[src/rtl/hazard_pkg.sv]
// Shared types and helpers for the forwarding / load-use hazard unit.
package hazard_pkg;

    // Widest register address the tag entry can carry; AW must not exceed it.
    localparam int MAX_AW = 8;

    // Select code meaning "read the operand from the register file".
    localparam int FWD_SEL_RF = 0;

    // One in-flight instruction as seen by the hazard logic.
    typedef struct packed {
        logic              valid;
        logic              regwrite;
        logic              isLoad;
        logic [MAX_AW-1:0] rd;
    } tagEntry_t;

    // Width of one forwarding select field: codes 0..depth.
    function automatic int selWidth(input int depth);
        return $clog2(depth + 1);
    endfunction

endpackage

[src/rtl/fwd_tag_pipe.sv]
// Shift register of destination tags, stage 0 = EX, stage DEPTH = last forwarding stage.
module fwd_tag_pipe
    import hazard_pkg::*;
#(
    parameter int DEPTH = 2
) (
    input  logic      clk,
    input  logic      rst_n,
    input  logic      hold,
    input  logic      bubble,
    input  tagEntry_t inTag,
    output tagEntry_t stages [0:DEPTH]
);

    // Advance every tag one stage unless frozen; stage 0 takes the ID tag or a bubble.
    always_ff @(posedge clk or negedge rst_n) begin
        if (!rst_n) begin
            for (int k = 0; k <= DEPTH; k++) begin
                stages[k] <= '0;
            end
        end else if (!hold) begin
            stages[0] <= bubble ? tagEntry_t'('0) : inTag;
            for (int k = 1; k <= DEPTH; k++) begin
                stages[k] <= stages[k-1];
            end
        end
    end

endmodule

[src/rtl/forward_hazard_unit.sv]
// Forwarding select and load-use stall generation for a MIPS-style pipeline,
// with a saturating stall counter for performance monitoring.
module forward_hazard_unit
    import hazard_pkg::*;
#(
    parameter int NUM_SRC   = 2,
    parameter int AW        = 5,
    parameter int FWD_DEPTH = 2,
    parameter int LOAD_LAT  = 2,
    parameter int CNT_W     = 16
) (
    input  logic                                   clk,
    input  logic                                   rst_n,
    input  logic                                   hold,
    input  logic                                   flush,
    input  logic                                   id_regwrite,
    input  logic                                   id_is_load,
    input  logic [AW-1:0]                          id_rd,
    input  logic [NUM_SRC*AW-1:0]                  id_src,
    input  logic [NUM_SRC-1:0]                     id_src_used,
    input  logic [NUM_SRC*AW-1:0]                  ex_src,
    output logic [NUM_SRC*selWidth(FWD_DEPTH)-1:0] fwd_sel,
    output logic                                   load_use_stall,
    output logic [CNT_W-1:0]                       stall_cnt
);

    localparam int SELW = selWidth(FWD_DEPTH);

    tagEntry_t idTag;
    tagEntry_t stages [0:FWD_DEPTH];
    logic      insertBubble;

    // A stage supplies a forwardable result for src when it writes a real register equal to src.
    function automatic logic producesReg(input tagEntry_t t, input logic [AW-1:0] src);
        return t.valid && t.regwrite && (t.rd != '0) && (t.rd == MAX_AW'(src));
    endfunction

    // A stage blocks an ID reader of src when it is a load targeting that register.
    function automatic logic pendingLoad(input tagEntry_t t, input logic [AW-1:0] src);
        return t.valid && t.isLoad && (t.rd != '0) && (t.rd == MAX_AW'(src));
    endfunction

    // Package the ID-stage instruction into a tag for stage 0.
    always_comb begin
        idTag          = '0;
        idTag.valid    = 1'b1;
        idTag.regwrite = id_regwrite;
        idTag.isLoad   = id_is_load;
        idTag.rd       = MAX_AW'(id_rd);
    end

    assign insertBubble = flush | load_use_stall;

    fwd_tag_pipe #(
        .DEPTH (FWD_DEPTH)
    ) tagPipe (
        .clk    (clk),
        .rst_n  (rst_n),
        .hold   (hold),
        .bubble (insertBubble),
        .inTag  (idTag),
        .stages (stages)
    );

    // Per operand, scan oldest to youngest so the youngest matching producer wins.
    always_comb begin
        fwd_sel = '0;
        for (int i = 0; i < NUM_SRC; i++) begin
            fwd_sel[i*SELW +: SELW] = SELW'(FWD_SEL_RF);
            for (int k = FWD_DEPTH; k >= 1; k--) begin
                if (producesReg(stages[k], ex_src[i*AW +: AW])) begin
                    fwd_sel[i*SELW +: SELW] = SELW'(k);
                end
            end
        end
    end

    // Stall ID when a used source depends on a load whose data is not yet forwardable.
    always_comb begin
        load_use_stall = 1'b0;
        for (int i = 0; i < NUM_SRC; i++) begin
            if (id_src_used[i]) begin
                for (int k = 0; k + 1 < LOAD_LAT; k++) begin
                    if (pendingLoad(stages[k], id_src[i*AW +: AW])) begin
                        load_use_stall = 1'b1;
                    end
                end
            end
        end
    end

    // Count honoured stall cycles, saturating at all-ones and frozen while the pipe holds.
    always_ff @(posedge clk or negedge rst_n) begin
        if (!rst_n) begin
            stall_cnt <= '0;
        end else if (!hold && load_use_stall && (stall_cnt != '1)) begin
            stall_cnt <= stall_cnt + CNT_W'(1);
        end
    end

endmodule

[config.mk]
export PLATFORM = sky130hd
export DESIGN_NAME = forward_hazard_unit
export DESIGN_NICKNAME = d
export VERILOG_FILES = /design/src/rtl/hazard_pkg.sv /design/src/rtl/fwd_tag_pipe.sv /design/src/rtl/forward_hazard_unit.sv
export SDC_FILE = /design/constraint.sdc
export NUM_CORES = 1
export LEC_CHECK = 0
export CORE_ASPECT_RATIO = 0.9
export CORE_MARGIN = 2
export CORE_UTILIZATION = 52
export DETAILED_ROUTE_END_ITERATION = 6
export PLACE_DENSITY_LB_ADDON = 0.12
export SETUP_SLACK_MARGIN = 0.2
export SLEW_MARGIN = 20
export SYNTH_ARGS = -nofsm -noshare
export SYNTH_HDL_FRONTEND = slang
export SYNTH_SLANG_ARGS = --single-unit
[constraint.sdc]
create_clock -name clk -period 4.38 [get_ports clk]
set_input_delay 0.657 -clock clk [delete_from_list [all_inputs] [get_ports clk]]
set_output_delay 0.657 -clock clk [all_outputs]
set_load 0.01 [all_outputs]
# After elaboration in Yosys (flattened, before gate mapping)
# Cells that the tools add are included.
# op_classes
n_bitwise	1
eq_ne	7
n_reduce_logical	18
muxes	9
addsub	1
# ops
op	count
$eq 8x5->1	6
$reduce_bool 8->1	3
$add 16x1->16 const B	1
$ne 16x16->1 const B	1
$logic_and 1x1->1	14
$mux 11	1
$mux 2	4
$mux 1	4
$logic_not 1->1	1
$or 1x1->1	1
# totals
output_inout_bits	21
inputBits	33
ff_bits	47

# Logic depth before layout (Yosys ltp)
# Gate-level depths: netlist of the first run.
# logic_depth
word_depth	9
depth_mapped	7
mapped_depth_nobuf	6

# By module
# From an unflattened synthesis of the first run, not the netlist that was laid out.
# unflattened
cells_unflattened	222
area_unflattened_um2	2568.7
# modules_own_cells
module	area_per_inst_um2	cells_per_inst	instances
fwd_tag_pipe	1362.6	93	1
forward_hazard_unit	1206.2	129	1

# Worst setup path before layout of the first run
# OpenSTA, ideal clock, no wires.
# synth_timing
kind	register -> output
startpoint	reg, netlist name tagPipe.stages[12]
endpoint	out fwd_sel[1]
arrival_time_ns	1.706
path_buffers	0
stages_incl_launch_ff	5
slack_ns	2.017
t_required_ns	3.723
path_cell_list	dfrtp_1 or4_1 o211ai_1 nor4_1 nor4_1
# synth_via
elab_chain_cells	4
word_cells_on_any_way	5
cone_classes	eq/ne (1); mux (1); reduce/logical (3)
# synth_rtl
element	line	rtl
$reduce_bool 8->1	forward_hazard_unit.sv:35	return t.valid && t.regwrite && (t.rd != '0) && (t.rd == MAX_AW'(src));
$logic_and 1x1->1	forward_hazard_unit.sv:35	
$logic_and 1x1->1 *	forward_hazard_unit.sv:35	
$mux 2 *	forward_hazard_unit.sv:71	if (producesReg(stages[k], ex_src[i*AW +: AW])) begin
end, declared	forward_hazard_unit.sv:22	output logic [NUM_SRC*selWidth(FWD_DEPTH)-1:0] fwd_sel,
# Mark *: on every way between the ends. The rest lies on a longest branch, timed or not.

# Worst setup path after layout of the first run
# layout_timing
startpoint	in id_src[4]
endpoint	out load_use_stall
# layout_via
elab_chain_cells	6
# layout_rtl
element	line	rtl
start, declared	forward_hazard_unit.sv:19	input logic [NUM_SRC*AW-1:0] id_src,
$eq 8x5->1 *	forward_hazard_unit.sv:40	return t.valid && t.isLoad && (t.rd != '0) && (t.rd == MAX_AW'(src));
$logic_and 1x1->1 *	forward_hazard_unit.sv:40	
$mux 1 *	forward_hazard_unit.sv:84	if (pendingLoad(stages[k], id_src[i*AW +: AW])) begin
$mux 1 *	forward_hazard_unit.sv:82	if (id_src_used[i]) begin
$mux 1	forward_hazard_unit.sv:84	
$mux 1 *	forward_hazard_unit.sv:82	
end, declared	forward_hazard_unit.sv:23	output logic load_use_stall,
# Marks and branches as above.

==> results.py, run 1 <==
metrics = {
    "critical_path": {
        "cp_num_buf_inv": 4,
        "cp-end-kind": "output port",
        "cp_max_fo": 16,
        "max_stage_delay_ns": 0.53,
        "cp_common_cell": "clkdlybuf4s50_1",
        "required_ns": 3.72,
        "critPathKind": "input pin to output port",
        "worst_setup_path_start_kind": "input pin",
        "arrival_ns": 2.71,
        "critical_path.top_delay_family": "buffers and inverters",
        "worstPathCellList": "clkdlybuf4s50_1, xnor2_1, nand4_1, o22ai_2, buf_4, nand2b_1, inv_1, clkdlybuf4s50_1",
        "cp_slowest_cell": "clkdlybuf4s50_1",
    },
    "clocking": {
        "clock_sinks": 38,
        "ctsResizeCount": 0,
        "clk_pin_slew_ns": 0.07,
        "clockRootBuffer": "clkbuf_8",
        "numCtsBuffers": 5,
        "cts_setup_buffers": 0,
        "cts_tree": "built",
        "cts-htree-levels": 2,
        "cts_buffer_depth": 2,
        "holdBufCountCts": 0,
        "clock_latency_ns": 0.29,
    },
    "synth": {
        "yosysSeqAreaShare_pct": 46.2,
        "synth_top_cell_area_share_pct": 46.2,
        "synth_cell_types": 34,
        "synth_edf_count": 0,
        "synth_common_cells": "dfrtp_1 (38), xnor2_1 (37), mux2_2 (14)",
        "syn_area_um2": 2060,
        "syn_inst": 181,
        "synth_top_area_cell": "dfrtp_1",
        "synthTopCellsByArea": "dfrtp_1 (46%), xnor2_1 (16%), mux2_2 (7.7%)",
        "synth.net_count": 215,
        "synth_ff_type": "dfrtp_1",
        "synth_most_common_cell": "dfrtp_1",
        "async_reset_ff_share_pct": 100,
        "yosysWarnings": 0,
        "avgSynthCellArea_um2": 11.4,
        "ys_seq_elements": 38,
    },
    "drt": {
        "drt-total-wl_mm": 4.40,
        "num_vias": 1633,
        "postRouteAntennaNets": 0,
        "post-route-drc-count": 0,
        "via_per_inst": 5.77,
        "drt-pass1-iter-count": 4,
        "drtIter0Drc": 160,
        "routedWlPerCell_um": 15.5,
    },
    "sta": {
        "setup_viol": 0,
        "fin_crit_ns": 3.36,
        "worst-slew-pin-transition_ns": 0.821,
        "whs_ns": 0.460,
        "finalSetupTns_ns": 0,
        "drv_slew": 0,
        "clock_skew_ns": 0.00244,
        "report.final.hold_viol_count": 0,
        "fin_crit_sh_pct": 76.8,
        "rsz0062_at_grt": "no",
        "max_freq_ghz": 0.297,
        "slew_headroom_pct": 45.3,
    },
    "final_layout": {
        "num_antenna_cells": 0,
        "areaGrowthSynthToFinish_pct": 31.8,
        "drive_above_1_share_pct": 13.1,
        "fin_nets": 270,
        "design_area_um2": 2710,
    },
    "die": {
        "ios": 54,
        "die_area_um2": 4480,
        "die_w_um": 70.3,
        "initial_core_util_pct": 54.7,
        "fp.dieH_um": 63.7,
        "fp-row-count": 21,
        "fp.coreArea_um2": 3760,
    },
    "global_routing": {
        "grt_pass1_vias": 1665,
        "grt.total_usage_pct": 21.9,
        "grt_max_degree": 39,
        "grt_overflow": 0,
        "grt_pass1_wl_mm": 7.75,
        "antenna_found_initial": 0,
    },
    "outcome": {
        "status": "complete, no violations",
    },
    "run": {
        "cap_violations": 0,
    },
    "placed_design": {
        "gp_congestion": 0.820,
        "placed_cell_area_um2": 2620,
        "dp_hpwl_mm": 3.33,
        "port_buffers": 53,
    },
    "power_and_ir_drop": {
        "power_mw": 0.783,
        "vdd_drop_max_v": 0.000169,
        "p_per_area_nw_per_um2": 289,
        "power.leakage_nw": 1.06,
    },
    "hold_path": {
        "hp-class": "input pin to async pin",
    },
}
## power by group
group | leakage [nW] | switching (mW) | total [mW] | internal (mW)
Sequential | 0.508 | 0.0326 | 0.407 | 0.375
Clock | 0.0472 | 0.121 | 0.247 | 0.126
Combinational | 0.501 | 0.0493 | 0.128 | 0.0788
Total | 1.06 | 0.203 | 0.783 | 0.580
## placed cells by master, fill, tap and decap left out, types with 3 or more instances in the layout
| cell | count |
|---|---|
| nand3_1 | 13 |
| a32o_1 | 7 |
| mux2_2 | 14 |
| nand4_1 | 10 |
| dfrtp_1 | 38 |
| nand2_1 | 6 |
| nor2_1 | 7 |
| xor2_1 | 8 |
| xnor2_1 | 37 |
| nor3_1 | 3 |
| clkdlybuf4s50_1 | 52 |
| clkbuf_8 | 6 |
| nor4_1 | 5 |
## worst reg2reg max path: stages (launching register included)
cell and delay [ns]:
dfrtp_1 0.42, ha_1 0.28, nand4_1 0.14, nor4_1 0.07, nor2_2 0.44, nand3b_1 0.22
mux2_1 0.34
## through the flow
step	cells	util [%]	setup slack, ns
after global routing	283	72.2	0.873
after detailed placement	275	69.6	1.03
after global placement	275	69.6	1.11
final	283	72.2	1.02
after floorplan	181	-	2.02
after CTS	283	72.2	1.02
## layout make-up
type                       instances  area (um2)
timing repair buffer              55         541
tap                               46        57.6
clock buffer                       6        82.6
sequential                        38         951
clock inverter                     2        12.5
inverter                           2        7.51
fill                             264        1050
multi-input combinational        134        1060
## logic make-up (layout without fill, tap and decap cells)
family,after synthesis,in the layout,share of synthesized area (%)
AOI/OAI and AO/OA,12,12,5.90
xor gates and xnor gates,45,45,19.2
adders and majority gates,1,1,0.608
buffers and inverters,9,65,2.25
DFF,38,38,46.2
muxes,15,15,8.21
and+or+nand+nor,61,61,17.6
## final timing paths
kind | from | slack [ns] | to | cells after the start
max | id_src[4] | 1.02 | load_use_stall | 8
min | rst_n | 0.46 | tagPipe.stages[1] | 1
max reg2reg | stall_cnt[0] | 2.35 | stall_cnt[1] | 6
min reg2reg | tagPipe.stages[31] | 0.50 | tagPipe.stages[31] | 1
max in group asynchronous | rst_n | 3.40 | stall_cnt[15] | 1
min in group clk | tagPipe.stages[31] | 0.50 | tagPipe.stages[31] | 1
## flip-flops by register name, summed over array words and instances (netlist names)
signal,cells
tagPipe.stages,22
stall_cnt,16
## layer usage
metal / global-route usage (%) / up-vias / part of all wire, %
met2: 35.6 / 58 / 48
met3: 4.96 / 8 / 5.5
met4: 8.41 / 0 / 1.9
met1: 28.5 / 802 / 45
met5: 0 / - / 0
li1: - / 765 / -
No activity file was read; power rests on OpenSTA's default activity.
==> run 2: changes to the inputs <==
- CORE_UTILIZATION: 52 -> 44
- clock period: 4.38 -> 2.9 ns (I/O delays scaled with it)
==> run 2 against run 1 <==
  * Setup slack worse by 0.73 ns
  * Count of clock-buffer cells in the layout did not move
  * Cell count up 6.7%
  * Critical path depth is 3 lower
  * Non-clock buffer count grew 4
  * First-iteration DRC count down 57%
  * Sequential share of layout area down 0.90 points
  * Total power is 62% higher
  * Clock skew is 0.0047 ns higher
  * Utilization shrank 10 points
  * Global-route usage decreased by 2.9 points
  * Routed wire length rose by 5.3%
  * Largest cell class unchanged
==> results.py, run 2 (same netlist as run 1, synthesis figures left out) <==
metrics = {
    "outcome": {
        "status": "complete, no violations",
    },
    "final_layout": {
        "areaGrowthSynthToFinish_pct": 35.6,
        "top_register": "tagPipe.stages",
        "final_common_cell": "clkdlybuf4s50_1",
        "n_fill_cell": 376,
        "drive_above_1_share_pct": 16.3,
        "largestRegisters": "tagPipe.stages x22, stall_cnt x16",
        "final_cells": 302,
        "fin_nets": 274,
        "mostFrequentLayoutCells": "clkdlybuf4s50_1 (50), xnor2_1 (37), dfrtp_1 (36), mux2_2 (14), nand3_1 (13)",
        "design_area_um2": 2790,
        "final_util_pct": 62.2,
        "num_antenna_cells": 0,
        "largest_reg_flops": 22,
    },
    "critical_path": {
        "worst_setup_path_start_kind": "flop",
        "critPathKind": "flop to output port",
        "cp_max_fo": 5,
        "required_ns": 2.47,
        "arrival_ns": 2.18,
        "cp-end-kind": "output port",
    },
    "global_routing": {
        "grt_max_degree": 39,
        "grt_overflow": 0,
        "grt_util_met3_pct": 3.91,
        "grt_use_met2_pct": 34.0,
        "grt.total_usage_pct": 19.0,
        "antenna_found_initial": 0,
        "grt.busiest_layer": "met2",
        "grt_pass1_vias": 1655,
        "use_met1_pct": 23.6,
        "grt_pass1_wl_mm": 7.80,
    },
    "sta": {
        "slew_headroom_pct": 43.2,
        "fin_crit_ns": 2.62,
        "worst-slew-pin-transition_ns": 0.852,
        "report.final.hold_viol_count": 0,
        "fin_crit_sh_pct": 90.2,
        "rsz0062_at_grt": "no",
        "finalWorstSetupSlack_ns": 0.284,
        "clock_skew_ns": 0.00710,
        "max_freq_ghz": 0.382,
        "drv_slew": 0,
        "whs_ns": 0.258,
        "setup_viol": 0,
        "finalSetupTns_ns": 0,
    },
    "clocking": {
        "clk_pin_slew_ns": 0.07,
        "cts_tree": "built",
        "numCtsBuffers": 5,
        "clock_latency_ns": 0.28,
        "clock_sinks": 38,
        "cts-htree-levels": 2,
        "clockRootBuffer": "clkbuf_8",
        "holdBufCountCts": 0,
        "cts_buffer_depth": 2,
    },
    "placed_design": {
        "dp_slack_ns": 0.231,
        "gp_congestion": 0.835,
        "port_buffers": 53,
        "dp_hpwl_mm": 3.45,
        "placed_cell_area_um2": 2660,
        "dp.cells": 292,
    },
    "drt": {
        "drtIter0Drc": 68,
        "routedWlPerCell_um": 15.3,
        "via_per_inst": 5.23,
        "post-route-drc-count": 0,
        "drt-pass1-iter-count": 4,
        "num_vias": 1579,
        "drt-total-wl_mm": 4.63,
        "postRouteAntennaNets": 0,
    },
    "die": {
        "die_w_um": 76.1,
        "fp.dieH_um": 68.9,
        "initial_core_util_pct": 45.8,
        "fp-row-count": 23,
        "ios": 54,
        "fp.coreArea_um2": 4490,
        "die_area_um2": 5240,
    },
    "power_and_ir_drop": {
        "p_per_area_nw_per_um2": 454,
        "vdd_drop_max_v": 0.000382,
        "power.leakage_nw": 1.09,
        "power_mw": 1.27,
    },
    "run": {
        "cap_violations": 0,
    },
    "hold_path": {
        "hp-class": "input pin to async pin",
    },
}
## run 2: final cells by class
type	instances	area (um2)	share of cell area (%)
tap	62	77.6	2.78
clock inverter	1	30.0	1.08
multi-input combinational	134	1070	38.2
timing repair buffer	59	573	20.5
inverter	2	7.51	0.269
sequential	38	953	34.2
clock buffer	6	82.6	2.96
## run 2: worst paths after layout
kind	startpoint	end	slack (ns)	depth (start not counted)
max	tagPipe.stages[12]	fwd_sel[2]	0.28	5
min in group clk	stall_cnt[10]	stall_cnt[10]	0.50	1
min reg2reg	stall_cnt[10]	stall_cnt[10]	0.50	1
min	rst_n	tagPipe.stages[4]	0.26	1
max in group asynchronous	rst_n	tagPipe.stages[23]	2.05	1
max reg2reg	tagPipe.stages[23]	stall_cnt[1]	0.81	6
## run 2: timing repair
action | CTS | global route
endpoints found under the setup margin | 2 | 4
pin swaps | 1 | 2
gates resized for setup | 2 | 9
buffers inserted | 1 | 2
## run 2: critical path: stages (launching register included)
cell and delay [ns]:
dfrtp_2 0.45, or4_1 0.53, o211ai_1 0.25, buf_4 0.16, nor4_1 0.05, clkdlybuf4s50_1 0.47
## run 2: power breakdown
| group | internal (mW) | switching (mW) |
|---|---|---|
| sequential | 0.566 | 0.0500 |
| combinational | 0.124 | 0.0771 |
| clock | 0.275 | 0.174 |
## run 2: metal layers
| metal | routed length, um | part of all wire, % |
|---|---|---|
| met5 | 0 | 0 |
| met4 | 46 | 0.99 |
| met3 | 184 | 4.0 |
| met2 | 2140 | 46 |
| met1 | 2260 | 49 |
==> run 3: changes to the inputs <==
- CORE_UTILIZATION: 44 -> 45
- CTS_BUF_LIST: default -> sky130_fd_sc_hd__clkbuf_8
==> run 3 against run 2 <==
  * Sequential power barely moved
  * Cell count down 0.33%
  * Setup slack lost 0.019 ns
  * Fmax is 0.71% lower
  * Global-route usage grew 1.5 points
  * Largest cell class unchanged
  * Largest power group unchanged
==> results.py, run 3 (same netlist as run 1, synthesis figures left out) <==
metrics = {
    "final_layout": {
        "design_area_um2": 2740,
        "num_antenna_cells": 0,
        "drive_above_1_share_pct": 14.6,
        "final_common_cell": "clkdlybuf4s50_1",
        "final_cells": 301,
        "fin_nets": 272,
        "largestRegisters": "tagPipe.stages x22, stall_cnt x16",
        "areaGrowthSynthToFinish_pct": 33.2,
        "largest_reg_flops": 22,
        "top_register": "tagPipe.stages",
        "n_fill_cell": 384,
        "mostFrequentLayoutCells": "clkdlybuf4s50_1 (50), xnor2_1 (37), dfrtp_1 (36), mux2_2 (14), nand3_1 (13)",
    },
    "sta": {
        "worst-slew-pin-transition_ns": 0.818,
        "drv_slew": 0,
        "finalSetupTns_ns": 0,
        "slew_headroom_pct": 45.5,
        "max_freq_ghz": 0.380,
        "rsz0062_at_grt": "yes",
        "fin_crit_ns": 2.63,
        "fin_crit_sh_pct": 90.8,
        "setup_viol": 0,
        "clock_skew_ns": 0.00394,
        "report.final.hold_viol_count": 0,
    },
    "drt": {
        "drt-pass1-iter-count": 4,
        "drt-total-wl_mm": 4.78,
        "drt-met1-wl_mm": 2.21,
        "post-route-drc-count": 0,
        "met3_length_um": 167,
        "topRoutingLayerUsed": "met4",
        "routed-wl-met2_mm": 2.36,
        "num_vias": 1634,
        "via_per_inst": 5.43,
        "routedWlPerCell_um": 15.9,
        "postRouteAntennaNets": 0,
        "drtIter0Drc": 108,
    },
    "global_routing": {
        "grt_pass1_wl_mm": 8.02,
        "antenna_found_initial": 0,
        "grt_pass1_vias": 1723,
        "grt_max_degree": 39,
        "grt.total_usage_pct": 20.5,
        "grt_overflow": 0,
    },
    "power_and_ir_drop": {
        "power_switching_mw": 0.303,
        "seqPwrFrac_pct": 52.5,
        "vdd_drop_max_v": 0.000352,
        "clkPwrFrac_pct": 30.8,
        "power_frac_comb_pct": 16.7,
        "p_per_area_nw_per_um2": 430,
        "p_int_mw": 0.874,
        "power.leakage_nw": 1.07,
        "netSwitchingFraction_pct": 25.7,
    },
    "die": {
        "initial_core_util_pct": 46.4,
        "die_area_um2": 5130,
        "fp.dieH_um": 68.1,
        "die_w_um": 75.3,
        "fp-row-count": 23,
        "ios": 54,
        "fp.coreArea_um2": 4430,
    },
    "critical_path": {
        "critPathKind": "input pin to output port",
        "cp_common_cell": "clkdlybuf4s50_1",
        "path_depth": 5,
        "required_ns": 2.47,
        "arrival_ns": 2.20,
        "cp_num_buf_inv": 2,
        "max_stage_delay_ns": 0.61,
        "worstPathCellList": "clkdlybuf4s50_1, xnor2_1, nand3_1, nor4_1, clkdlybuf4s50_1",
        "cp-end-kind": "output port",
        "worst_setup_path_start_kind": "input pin",
        "reg2reg_depth": 6,
        "cp_max_fo": 2,
        "cp_slowest_cell": "clkdlybuf4s50_1",
        "critical_path.top_delay_family": "buffers and inverters",
    },
    "run": {
        "cap_violations": 0,
    },
    "placed_design": {
        "dp.cells": 292,
        "port_buffers": 53,
        "placed_cell_area_um2": 2640,
        "gp_congestion": 0.880,
        "dp_hpwl_mm": 3.53,
    },
    "clocking": {
        "clock_sinks": 38,
        "clk_pin_slew_ns": 0.07,
        "clockRootBuffer": "clkbuf_8",
        "cts-htree-levels": 2,
        "cts_buffer_depth": 2,
        "clock_latency_ns": 0.28,
        "numCtsBuffers": 5,
        "cts_tree": "built",
        "holdBufCountCts": 0,
    },
    "hold_path": {
        "hp-class": "input pin to async pin",
    },
    "outcome": {
        "status": "complete, no violations",
    },
}
run 3: routing by layer:
layer | GRT usage [%] | vias to the layer above
li1 | - | 772
met1 | 27.0 | 817
met2 | 35.0 | 40
met3 | 3.68 | 5
met4 | 5.26 | 0
met5 | 0 | -
run 3: layout make-up:
cell class                      instances  area, um2  share of cell area [%]
Clock inverter                          2       8.76                   0.320
Multi-Input combinational cell        134       1060                    38.7
Sequential cell                        38        953                    34.8
Inverter                                2       7.51                   0.274
Tap cell                               62       77.6                    2.83
Clock buffer                            6       82.6                    3.02
Timing Repair Buffer                   57        549                    20.1
run 3: per-stage QoR:
stage	hold slack [ns]	util, %	total power [mW]	setup slack, ns
floorplan	0.139	-	0.727	0.759
global placement	0.493	59.7	0.812	0.295
detailed placement	0.493	59.7	0.824	0.272
CTS	0.271	61.7	1.19	0.225
global route	0.306	61.8	1.24	0.171
finish	0.246	61.8	1.18	0.265
run 3: worst register-to-register path: cells and delay by family (launching register included):
kind                   cells  cell delay [ns]
DFF                        1             0.45
and+or+nand+nor            3             0.85
buffers and inverters      1             0.15
AOI/OAI and AO/OA          1             0.20
muxes                      1             0.33
run 3: path summary, 6_finish.rpt:
path,slack [ns],to,startpoint
hold reg to reg,0.50,tagPipe.stages[31],tagPipe.stages[31]
setup reg to reg,0.82,stall_cnt[1],tagPipe.stages[23]
min in group clk,0.50,tagPipe.stages[31],tagPipe.stages[31]
setup / recovery,0.27,fwd_sel[2],ex_src[5]
hold / removal,0.25,tagPipe.stages[25],rst_n
max in group asynchronous,2.09,tagPipe.stages[12],rst_n
run 3: power by group through the flow:
stage          sequential, mW  combinational [mW]  clock, mW
3_3_place_gp            0.625               0.187          0
5_1_grt                 0.624               0.216      0.400
6_report                0.618               0.196      0.363
4_1_cts                 0.617               0.198      0.371
2_1_floorplan           0.610               0.117          0
3_5_place_dp            0.627               0.197          0
run 3: timing repair:
item,in CTS,in global routing
setup endpoints to repair,2,3
resized for setup,2,7
buffers inserted,0,1
cloned,0,0
pin swaps,1,2
